<file path="src/rtl/fp_adder_pipe.sv">
`default_nettype none
// ============================================================================
// fp_adder_pipe : three-stage pipelined floating-point adder, RNE, flush-to-zero
// Revision 1.0
// ============================================================================
module fp_adder_pipe #(
  parameter int EXP_W = 8,
  parameter int MAN_W = 23
) (
  input  logic                     clk,
  input  logic                     rst_n,
  input  logic                     in_valid,
  output logic                     in_ready,
  input  logic [EXP_W+MAN_W:0]     number_1,
  input  logic [EXP_W+MAN_W:0]     number_2,
  output logic                     out_valid,
  input  logic                     out_ready,
  output logic [EXP_W+MAN_W:0]     out,
  output logic [2:0]               flags
);
  localparam int W   = 1 + EXP_W + MAN_W;
  localparam int F   = MAN_W + 3;           // hidden + fraction + guard + round
  localparam int M   = MAN_W + 4;           // F plus sticky
  localparam int S   = MAN_W + 5;           // M plus carry
  localparam int LZW = $clog2(M + 1);
  localparam int XW  = EXP_W + LZW + 2;
  localparam logic [EXP_W-1:0] EXP_ONES = '1;
  localparam logic [W-1:0]     QNAN     = {1'b0, EXP_ONES, 1'b1, {(MAN_W-1){1'b0}}};

  logic adv;
  logic s1_valid_q, s2_valid_q, out_valid_q;
  logic [W-1:0] out_q;
  logic [2:0]   flags_q;

  assign adv       = out_ready | ~out_valid_q;
  assign in_ready  = adv;
  assign out_valid = out_valid_q;
  assign out       = out_q;
  assign flags     = flags_q;

  // ---------------- S1: unpack, classify, compare, align ----------------
  logic             a_s, b_s;
  logic [EXP_W-1:0] a_e, b_e;
  logic [MAN_W-1:0] a_m, b_m;
  logic             a_nan, b_nan, a_inf, b_inf, a_zero, b_zero, a_big;

  assign {a_s, a_e, a_m} = number_1;
  assign {b_s, b_e, b_m} = number_2;
  assign a_nan  = (a_e == EXP_ONES) && (a_m != '0);
  assign b_nan  = (b_e == EXP_ONES) && (b_m != '0);
  assign a_inf  = (a_e == EXP_ONES) && (a_m == '0);
  assign b_inf  = (b_e == EXP_ONES) && (b_m == '0);
  assign a_zero = (a_e == '0);
  assign b_zero = (b_e == '0);
  assign a_big  = {a_e, a_m} >= {b_e, b_m};

  logic             s1_spec_d, s1_spec_q;
  logic [W-1:0]     s1_sword_d, s1_sword_q;
  logic [2:0]       s1_sflag_d, s1_sflag_q;
  logic             s1_sign_d, s1_sign_q, s1_sub_q;
  logic [EXP_W-1:0] s1_exp_d, s1_exp_q;
  logic [M-1:0]     s1_big_d, s1_big_q, s1_small_d, s1_small_q;
  logic [MAN_W-1:0] small_m;
  logic [EXP_W-1:0] diff;
  logic [15:0]      shamt;
  logic [2*F-1:0]   align;

  always_comb begin
    s1_spec_d  = 1'b1;
    s1_sword_d = '0;
    s1_sflag_d = 3'b000;
    if (a_nan || b_nan || (a_inf && b_inf && (a_s != b_s))) begin
      s1_sword_d = QNAN;
      s1_sflag_d = 3'b100;
    end else if (a_inf) begin
      s1_sword_d = {a_s, EXP_ONES, {MAN_W{1'b0}}};
    end else if (b_inf) begin
      s1_sword_d = {b_s, EXP_ONES, {MAN_W{1'b0}}};
    end else if (a_zero && b_zero) begin
      s1_sword_d = {a_s & b_s, {(W-1){1'b0}}};
    end else if (a_zero) begin
      s1_sword_d = number_2;
    end else if (b_zero) begin
      s1_sword_d = number_1;
    end else begin
      s1_spec_d = 1'b0;
    end
  end

  // Shift is clamped at F so the whole smaller operand lands in the sticky field.
  always_comb begin
    s1_sign_d  = a_big ? a_s : b_s;
    s1_exp_d   = a_big ? a_e : b_e;
    s1_big_d   = {1'b1, (a_big ? a_m : b_m), 3'b000};
    small_m    = a_big ? b_m : a_m;
    diff       = a_big ? (a_e - b_e) : (b_e - a_e);
    shamt      = (16'(diff) >= 16'(F)) ? 16'(F) : 16'(diff);
    align      = {1'b1, small_m, 2'b00, {F{1'b0}}} >> shamt;
    s1_small_d = {align[2*F-1:F], |align[F-1:0]};
  end

  // ---------------- S2: signed magnitude add/subtract ----------------
  logic [S-1:0]     s2_sum_d, s2_sum_q;
  logic             s2_sign_q, s2_spec_q;
  logic [EXP_W-1:0] s2_exp_q;
  logic [W-1:0]     s2_sword_q;
  logic [2:0]       s2_sflag_q;

  assign s2_sum_d = s1_sub_q ? ({1'b0, s1_big_q} - {1'b0, s1_small_q})
                             : ({1'b0, s1_big_q} + {1'b0, s1_small_q});

  // ---------------- S3: normalise, round, pack ----------------
  function automatic logic [LZW-1:0] lzc(input logic [M-1:0] v);
    logic [LZW-1:0] n;
    n = LZW'(M);
    for (int i = 0; i < M; i++) begin
      if (v[i]) n = LZW'(M - 1 - i);
    end
    return n;
  endfunction

  logic             carry, round_up;
  logic [LZW-1:0]   lz;
  logic [M-1:0]     norm;
  logic [MAN_W+1:0] mant_r;
  logic [XW-1:0]    exp_n, exp_f;
  logic [W-1:0]     res_d;
  logic [2:0]       flg_d;

  always_comb begin
    carry = s2_sum_q[S-1];
    lz    = lzc(s2_sum_q[M-1:0]);
    exp_n = XW'(s2_exp_q);
    if (carry) begin
      norm  = {s2_sum_q[S-1:2], s2_sum_q[1] | s2_sum_q[0]};
      exp_n = exp_n + XW'(1);
    end else begin
      norm  = s2_sum_q[M-1:0] << lz;
      exp_n = exp_n - XW'(lz);
    end
    round_up = norm[2] & (norm[1] | norm[0] | norm[3]);
    mant_r   = {1'b0, norm[M-1:3]} + (MAN_W+2)'(round_up);
    exp_f    = exp_n + XW'(mant_r[MAN_W+1]);
    res_d    = {s2_sign_q, exp_f[EXP_W-1:0], mant_r[MAN_W-1:0]};
    flg_d    = 3'b000;
    if (s2_spec_q) begin
      res_d = s2_sword_q;
      flg_d = s2_sflag_q;
    end else if (s2_sum_q == '0) begin
      res_d = '0;
    end else if (exp_f[XW-1] || (exp_f == '0)) begin
      res_d = {s2_sign_q, {(W-1){1'b0}}};
      flg_d = 3'b001;
    end else if (exp_f >= XW'(EXP_ONES)) begin
      res_d = {s2_sign_q, EXP_ONES, {MAN_W{1'b0}}};
      flg_d = 3'b010;
    end
  end

  // ---------------- registers ----------------
  always_ff @(posedge clk or negedge rst_n) begin
    if (!rst_n) begin
      s1_valid_q  <= 1'b0;
      s2_valid_q  <= 1'b0;
      out_valid_q <= 1'b0;
      out_q       <= '0;
      flags_q     <= 3'b000;
    end else if (adv) begin
      s1_valid_q  <= in_valid;
      s2_valid_q  <= s1_valid_q;
      out_valid_q <= s2_valid_q;
      if (s2_valid_q) begin
        out_q   <= res_d;
        flags_q <= flg_d;
      end
    end
  end

  always_ff @(posedge clk) begin
    if (adv && in_valid) begin
      s1_spec_q  <= s1_spec_d;
      s1_sword_q <= s1_sword_d;
      s1_sflag_q <= s1_sflag_d;
      s1_sign_q  <= s1_sign_d;
      s1_sub_q   <= a_s ^ b_s;
      s1_exp_q   <= s1_exp_d;
      s1_big_q   <= s1_big_d;
      s1_small_q <= s1_small_d;
    end
    if (adv && s1_valid_q) begin
      s2_sum_q   <= s2_sum_d;
      s2_sign_q  <= s1_sign_q;
      s2_exp_q   <= s1_exp_q;
      s2_spec_q  <= s1_spec_q;
      s2_sword_q <= s1_sword_q;
      s2_sflag_q <= s1_sflag_q;
    end
  end

endmodule
`default_nettype wire

</file>
<file path="config.mk">
export PLATFORM = sky130hd
export DESIGN_NAME = fp_adder_pipe
export DESIGN_NICKNAME = d
export VERILOG_FILES = /design/src/rtl/fp_adder_pipe.sv
export SDC_FILE = /design/constraint.sdc
export NUM_CORES = 1
export LEC_CHECK = 0
export ABC_AREA = 1
export CAP_MARGIN = 30
export CORE_ASPECT_RATIO = 1.75
export CORE_MARGIN = 5
export CORE_UTILIZATION = 50
export CTS_CLUSTER_DIAMETER = 200
export CTS_CLUSTER_SIZE = 14
export DETAILED_ROUTE_END_ITERATION = 8
export PLACE_DENSITY = 0.69
export SLEW_MARGIN = 5
export SYNTH_ARGS = -nofsm -noshare
export SYNTH_HDL_FRONTEND = slang
export SYNTH_SLANG_ARGS = --single-unit
export TNS_END_PERCENT = 50
</file>
<file path="constraint.sdc">
create_clock -name clk -period 6.25 [get_ports clk]
set_input_delay 0.625 -clock clk [delete_from_list [all_inputs] [get_ports clk]]
set_output_delay 0.625 -clock clk [all_outputs]
set_load 0.01 [all_outputs]
</file>
---- After elaboration in Yosys (flattened, before gate mapping) ----
Cells that the tools add are included.
W data, S select, Z words.
word-level totals
  memories kept ........................... 0
  RAM bits ................................ 0
  flip-flop bits (word level) ............. 207
  logic and storage cells ................. 121
  memory bits (read-only) ................. 0
  output and inout port bits .............. 37
  bits in latches ......................... 0
  input port bits ......................... 68
cells by class
  order comparisons ....................... 3
  add/sub/neg operators ................... 8
  bitwise logic cells ..................... 8
  mux-type cells .......................... 51
  shift-type cells ........................ 2
  reductions and logical operators ........ 25
  div/mod/pow operators ................... 0
  equal/unequal tests ..................... 3
  $mul .................................... 0
operator list
  operator               count
  $mux W32               7
  $mux W5                26
  $mux W31               2
  $shr A52 B8 Y52        1
  $logic_not A23 Y1      2
  $mux W23               2
  $reduce_bool A23 Y1    2
  $ge A31 B31 Y1         1
  $add A27 B27 Y28       1
  $logic_not A28 Y1      1
  $mux W28               1
  $sub A27 B27 Y28       1
  $mux W27               1
  $shl A27 B5 Y27        1
  $reduce_or A26 Y1      1
  $add A24 B1 Y25        1
  $mux W8                3
  $eq A8 B8 Y1 const B   2
  $logic_not A8 Y1       2
  $sub A8 B8 Y8          2
  $add A15 B1 Y15        1
  $ge A15 B8 Y1 const B  1
  $logic_not A15 Y1      1
  $mux W15               1
  other kinds (17)       36

---- Depth between registers and ports, before layout ----
  word-level depth ........................ 39
  gate-level depth with buffers ........... 56
  mapped depth without buffers ............ 55

---- Worst setup path before layout ----
Ideal clock, no wire load.
  path type ............................... flip-flop to flip-flop
  start ................................... register s2_sum_q[1]
  end ..................................... register out_q[10], in the netlist out[10]
  slack ................................... 1.157 ns
  library setup time ...................... 0.077 ns
  path buffers ............................ 2
  clock period less this slack ............ 5.093 ns
  stages on the path, launching flop included .. 53
  arrival time ............................ 5.015 ns
  data required time ...................... 6.173 ns
  cells stage by stage .................... edfxtp_1 -> inv_2 -> nand2_1 -> nand2_1 -> nand2_1 -> nand2_1 -> nand2_1 -> nand2_1 -> nand2_1 -> nand2_1 -> nand2_1 -> nand2_1 -> nand2_1 -> nand2_1 -> nand2_1 -> nand2_1 -> nand2_1 -> nand2_1 -> (+17 left out) -> nor2_2 -> nand4_1 -> nor3_1 -> ha_1 -> ha_1 -> nand3_1 -> nor2_1 -> inv_1 -> nor2_1 -> nand3_1 -> o21ai_0 -> o21ai_0 -> a21oi_1 -> nand2_1 -> nor2_2 -> buf_4 -> o221ai_1 -> a21oi_1
on the way
  word-level cells in the longest chain between the ends .. 38
  elaborated cells between the ends (all ways) .. 44
  those cells by class .................... 3 x add/sub; 1 x order compare; 1 x shift; 32 x mux; 4 x bitwise; 3 x reduce/logical
RTL lines
  what                                                       RTL line  text
  from (decl)                                                103       logic [S-1:0] s2_sum_d, s2_sum_q;
  from (signal assigned)                                     191       s2_sum_q <= s2_sum_d;
  $mux W5 (26 in a row)                                      117       if (v[i]) n = LZW'(M - 1 - i);
  $shl A27 B5 Y27                                            138       norm = s2_sum_q[M-1:0] << lz;
  $mux W27                                                   134       if (carry) begin
  $or A1 B1 Y1 (2 in a row)                                  141       round_up = norm[2] & (norm[1] | norm[0] | norm[3]);
  $and A1 B1 Y1                                              141
  $add A24 B1 Y25                                            142       mant_r = {1'b0, norm[M-1:3]} + (MAN_W+2)'(round_up);
  $add A15 B1 Y15                                            143       exp_f = exp_n + XW'(mant_r[MAN_W+1]);
  $ge A15 B8 Y1 / $logic_not A15 Y1 (equally long branches)  154, 151
  $mux W31 / $logic_or A1 B1 Y1 (equally long branches)      154, 151
  $mux W31                                                   151       end else if (exp_f[XW-1] || (exp_f == '0)) begin
  $mux W32 *                                                 149       end else if (s2_sum_q == '0) begin
  $mux W32 *                                                 146       if (s2_spec_q) begin
  to (signal assigned)                                       173       out_q <= res_d;
  to (decl)                                                  32        logic [W-1:0] out_q;
Mark *: on every way between the ends. The rest lies on a longest branch, timed or not.
A chain may end at the register's enable or synchronous reset.

---- Worst setup path after layout ----
  start ................................... register s2_sum_q[7]
  end ..................................... register out_q[10], in the netlist out[10]
on the way
  word-level cells in the longest chain between the ends .. 32
  elaborated cells between the ends (all ways) .. 37
  those cells by class .................... 3 x add/sub; 1 x order compare; 1 x shift; 26 x mux; 3 x bitwise; 3 x reduce/logical
RTL lines
  what                                                       RTL line
  $mux W5 (20 in a row)                                      117
  $shl A27 B5 Y27                                            138
  $mux W27                                                   134
  $or A1 B1 Y1 (2 in a row)                                  141
  $and A1 B1 Y1                                              141
  $add A24 B1 Y25                                            142
  $add A15 B1 Y15                                            143
  $ge A15 B8 Y1 / $logic_not A15 Y1 (equally long branches)  154, 151
  $mux W31 / $logic_or A1 B1 Y1 (equally long branches)      154, 151
  $mux W31                                                   151
  $mux W32 *                                                 149
  $mux W32 *                                                 146
Marks and branches as above.

==> run metrics <==
result of the run completed; number of clock sinks around 200; crit start category register; total number of vias 16300; global-route wire length before repair 89.7 mm; synthesized instance count 2206; endpoint required time on the critical path 6.67 ns; pin count of the biggest net entering global routing 87; yosys synthesis warning count 0; Tightest Hold Check Type input pin to async pin; max-cap violations 0; cell area after technology mapping 16100 sq um; Worst R2R Path Depth 38; total number of nets in the final design 2513; Row Count between 80 and 90; clock network latency to the later pin of the worst-skew pair 0.50 ns; # fillers 3036; initial drt markers roughly 1300; worst setup skew after layout 0.0157 ns; Setup-failing EPs final 0; path length in cells of the critical path 38; Final Wtd Congestion between 1 and 1.5; highest-count cells in the layout ignoring fill and taps nand2_1, nand3_1, inv_1; Post-Route Setup TNS 0 ns; worst-case vdd ir drop 0.000250 V; detail-routed net length per standard cell 22.1 um; area added between synthesis and finish 18.0%; number of nets with antenna violations after routing 0; die extent in y 247 um; unique cell type count in the Yosys netlist 62; average via count per standard cell roughly 5.9; worst slew pin tran between 0.9 and 1 ns; Root Driver clkbuf_16; Slew HR 0.334; data arrival time of the critical path 6.31 ns; final WL 60.8 mm; CP max stage delay approximately 0.55 ns; post-layout util 0.593; Starting Density 0.503; post-synthesis net count 2373; Final Max Tran Viols 0; Critical Path Slowest Stage Cell edfxtp_1; capture point of the worst reg-to-reg path out[10]$_DFFE_PN0P_; Most used DFF post-synth edfxtp_1; total count of hold-check failures in the final report 0; Post-DP HPWL between 40 and 50 mm; Ports between 100 and 150; Die Outline Area between 30000 and 40000 sq um; remaining global-route overflow 0; sum of internal, switching and leakage power 6830 uW; category of cells accounting for the largest share of critical-path delay simple AND/OR/NAND/NOR gates; final worst-path cycle share 0.943; worst-case hold slack 0.0466 ns; die extent in x 146 um; Num CTS Buffers 18; worst setup path endpoint out[10]$_DFFE_PN0P_; RR Startpoint s2_sum_q[7]$_DFFE_PP_; Worst Setup End Kind register; GRT Overall Usage 0.323; worst setup slack for register-to-register paths 0.36 ns; EDFF count, synth 165; count of port buffers added during placement 104; TritonCTS clock tree built; most frequent standard cell in the layout excluding fill and tap cells nand2_1; core area 32000 sq um; asr flop ratio synth 0.187; number of flip-flops and latches in the synthesized netlist around 200; top fanout value on the critical path 14; number of diodes added for antenna fixing 0; number of DRC violations after detailed routing 0; cell repeated most along the worst path nand2_1; number of antenna violations at the first check in global routing 1; via count of the first global-routing pass between 15000 and 20000; share of synthesized area occupied by flip-flops and latches 0.367; critical path start-end classification register to register; static power due to leakage 0.00853 uW; detailed-router iteration count before antenna repair 6; timing startpoint of the critical path s2_sum_q[7]$_DFFE_PP_; mean instance size in the synthesized netlist 7.29 sq um; maximum buffer depth of the clock tree 3; number of levels the H-tree was split into 1; min cycle time layout about 6 ns; Clock Pin Slew Worst Setup and Hold Paths 0.08 ns; Peak Freq 0.170 GHz; buffers plus inverters on the worst setup path 9; power per cell area ~360 nW/um^2; share of cells above drive strength 1 0.106
-- logic make-up (layout without fill, tap and decap cells) --
group | Yosys count | after routing | synth area share
and+or+nand+nor | 1135 | 1137 | 0.311
xor gates and xnor gates | 45 | 45 | 0.0245
buffers and inverters | 333 | 482 | 0.0829
adders and majority gates | 99 | 99 | 0.0789
DFF | 203 | 203 | 0.367
muxes | 1 | 1 | 0.000622
AOI/OAI and AO/OA | 390 | 390 | 0.135
-- metal layers --
metal / vias up / wire length [um] / track usage
met5: - / 0 / 0
met4: 0 / 5540 / 0.239
met3: 222 / 2900 / 0.0255
met2: 717 / 32400 / 0.610
met1: 7548 / 20000 / 0.328
li1: 7781 / - / -
-- metrics by stage --
step | instance area [sq um] | setup WS (ns) | instances
6_report | 19000 | 0.358 | 2757
2_1_floorplan | 16100 | 1.16 | 2206
4_1_cts | 18400 | 0.162 | 2733
5_1_grt | 19000 | -0.0844 | 2757
3_3_place_gp | 17800 | -0.129 | 2699
3_5_place_dp | 17800 | -0.117 | 2702
-- how the worst min path moves through the flow --
stage,start,endpoint,slack (ns)
detailed placement,s1_sign_q$_DFFE_PP_,s2_sign_q$_DFFE_PP_,0.40
global placement,s1_spec_q$_SDFFCE_PP1P_,s2_spec_q$_DFFE_PP_,0.40
finish,rst_n,out[13]$_DFFE_PN0P_,0.05
CTS,rst_n,out[11]$_DFFE_PN0P_,0.04
global route,rst_n,out[11]$_DFFE_PN0P_,0.06
floorplan,rst_n,flags[0]$_DFFE_PN0P_,0.33
-- registers in the layout (all words and copies together), names as in the netlist, 8 cells and up --
register,count
out,32
s1_big_q,23
s1_exp_q,8
s1_small_q,27
s1_sword_q,32
s2_exp_q,8
s2_sum_q,28
s2_sword_q,32
-- where the power goes --
part | switching (uW) | leakage (uW) | total [uW] | internal [uW]
clock | 473 | 0.000252 | 1040 | 566
combinational | 2340 | 0.00624 | 3660 | 1310
sequential | 279 | 0.00204 | 2130 | 1850
-- what timing repair did --
action                     4_1_cts  5_1_grt
setup endpoints to repair       14       33
pin swaps                        0       29
cloned                           0        2
hold buffers                     0        0
buffers inserted                 0       22
gates resized for setup          1       87
-- area by class of cell --
type | instances | area, sq um | share of cell area
clock inverters | 1 | 8.76 | 0.000461
flip-flops and latches | 203 | 5910 | 0.311
well taps | 400 | 500 | 0.0264
multi-input cells | 1672 | 9250 | 0.487
repair buffers | 205 | 1870 | 0.0986
clock buffers | 30 | 517 | 0.0272
inverters | 246 | 925 | 0.0487
-- cell usage after synthesis, types with 7 or more instances --
| cell | count | area (sq um) |
|---|---|---|
| xor2_1 | 42 | 368 |
| ha_1 | 95 | 1190 |
| a21oi_1 | 163 | 816 |
| a31oi_1 | 8 | 50.1 |
| o21ai_0 | 149 | 746 |
| o211ai_1 | 8 | 60.1 |
| nor2_1 | 145 | 544 |
| nand4_1 | 38 | 238 |
| edfxtp_1 | 165 | 4950 |
| buf_2 | 28 | 140 |
| nand2_1 | 549 | 2060 |
| nor2_2 | 7 | 43.8 |
| nor3_1 | 12 | 60.1 |
| inv_2 | 18 | 67.6 |
| nor4_1 | 12 | 75.1 |
| o21ai_1 | 8 | 40.0 |
| clkbuf_1 | 45 | 169 |
| o21bai_1 | 9 | 67.6 |
| inv_1 | 224 | 841 |
| nand3_1 | 340 | 1700 |
| nand2_2 | 9 | 56.3 |
| dfrtp_1 | 38 | 951 |
No activity file was read; power rests on OpenSTA's default activity.
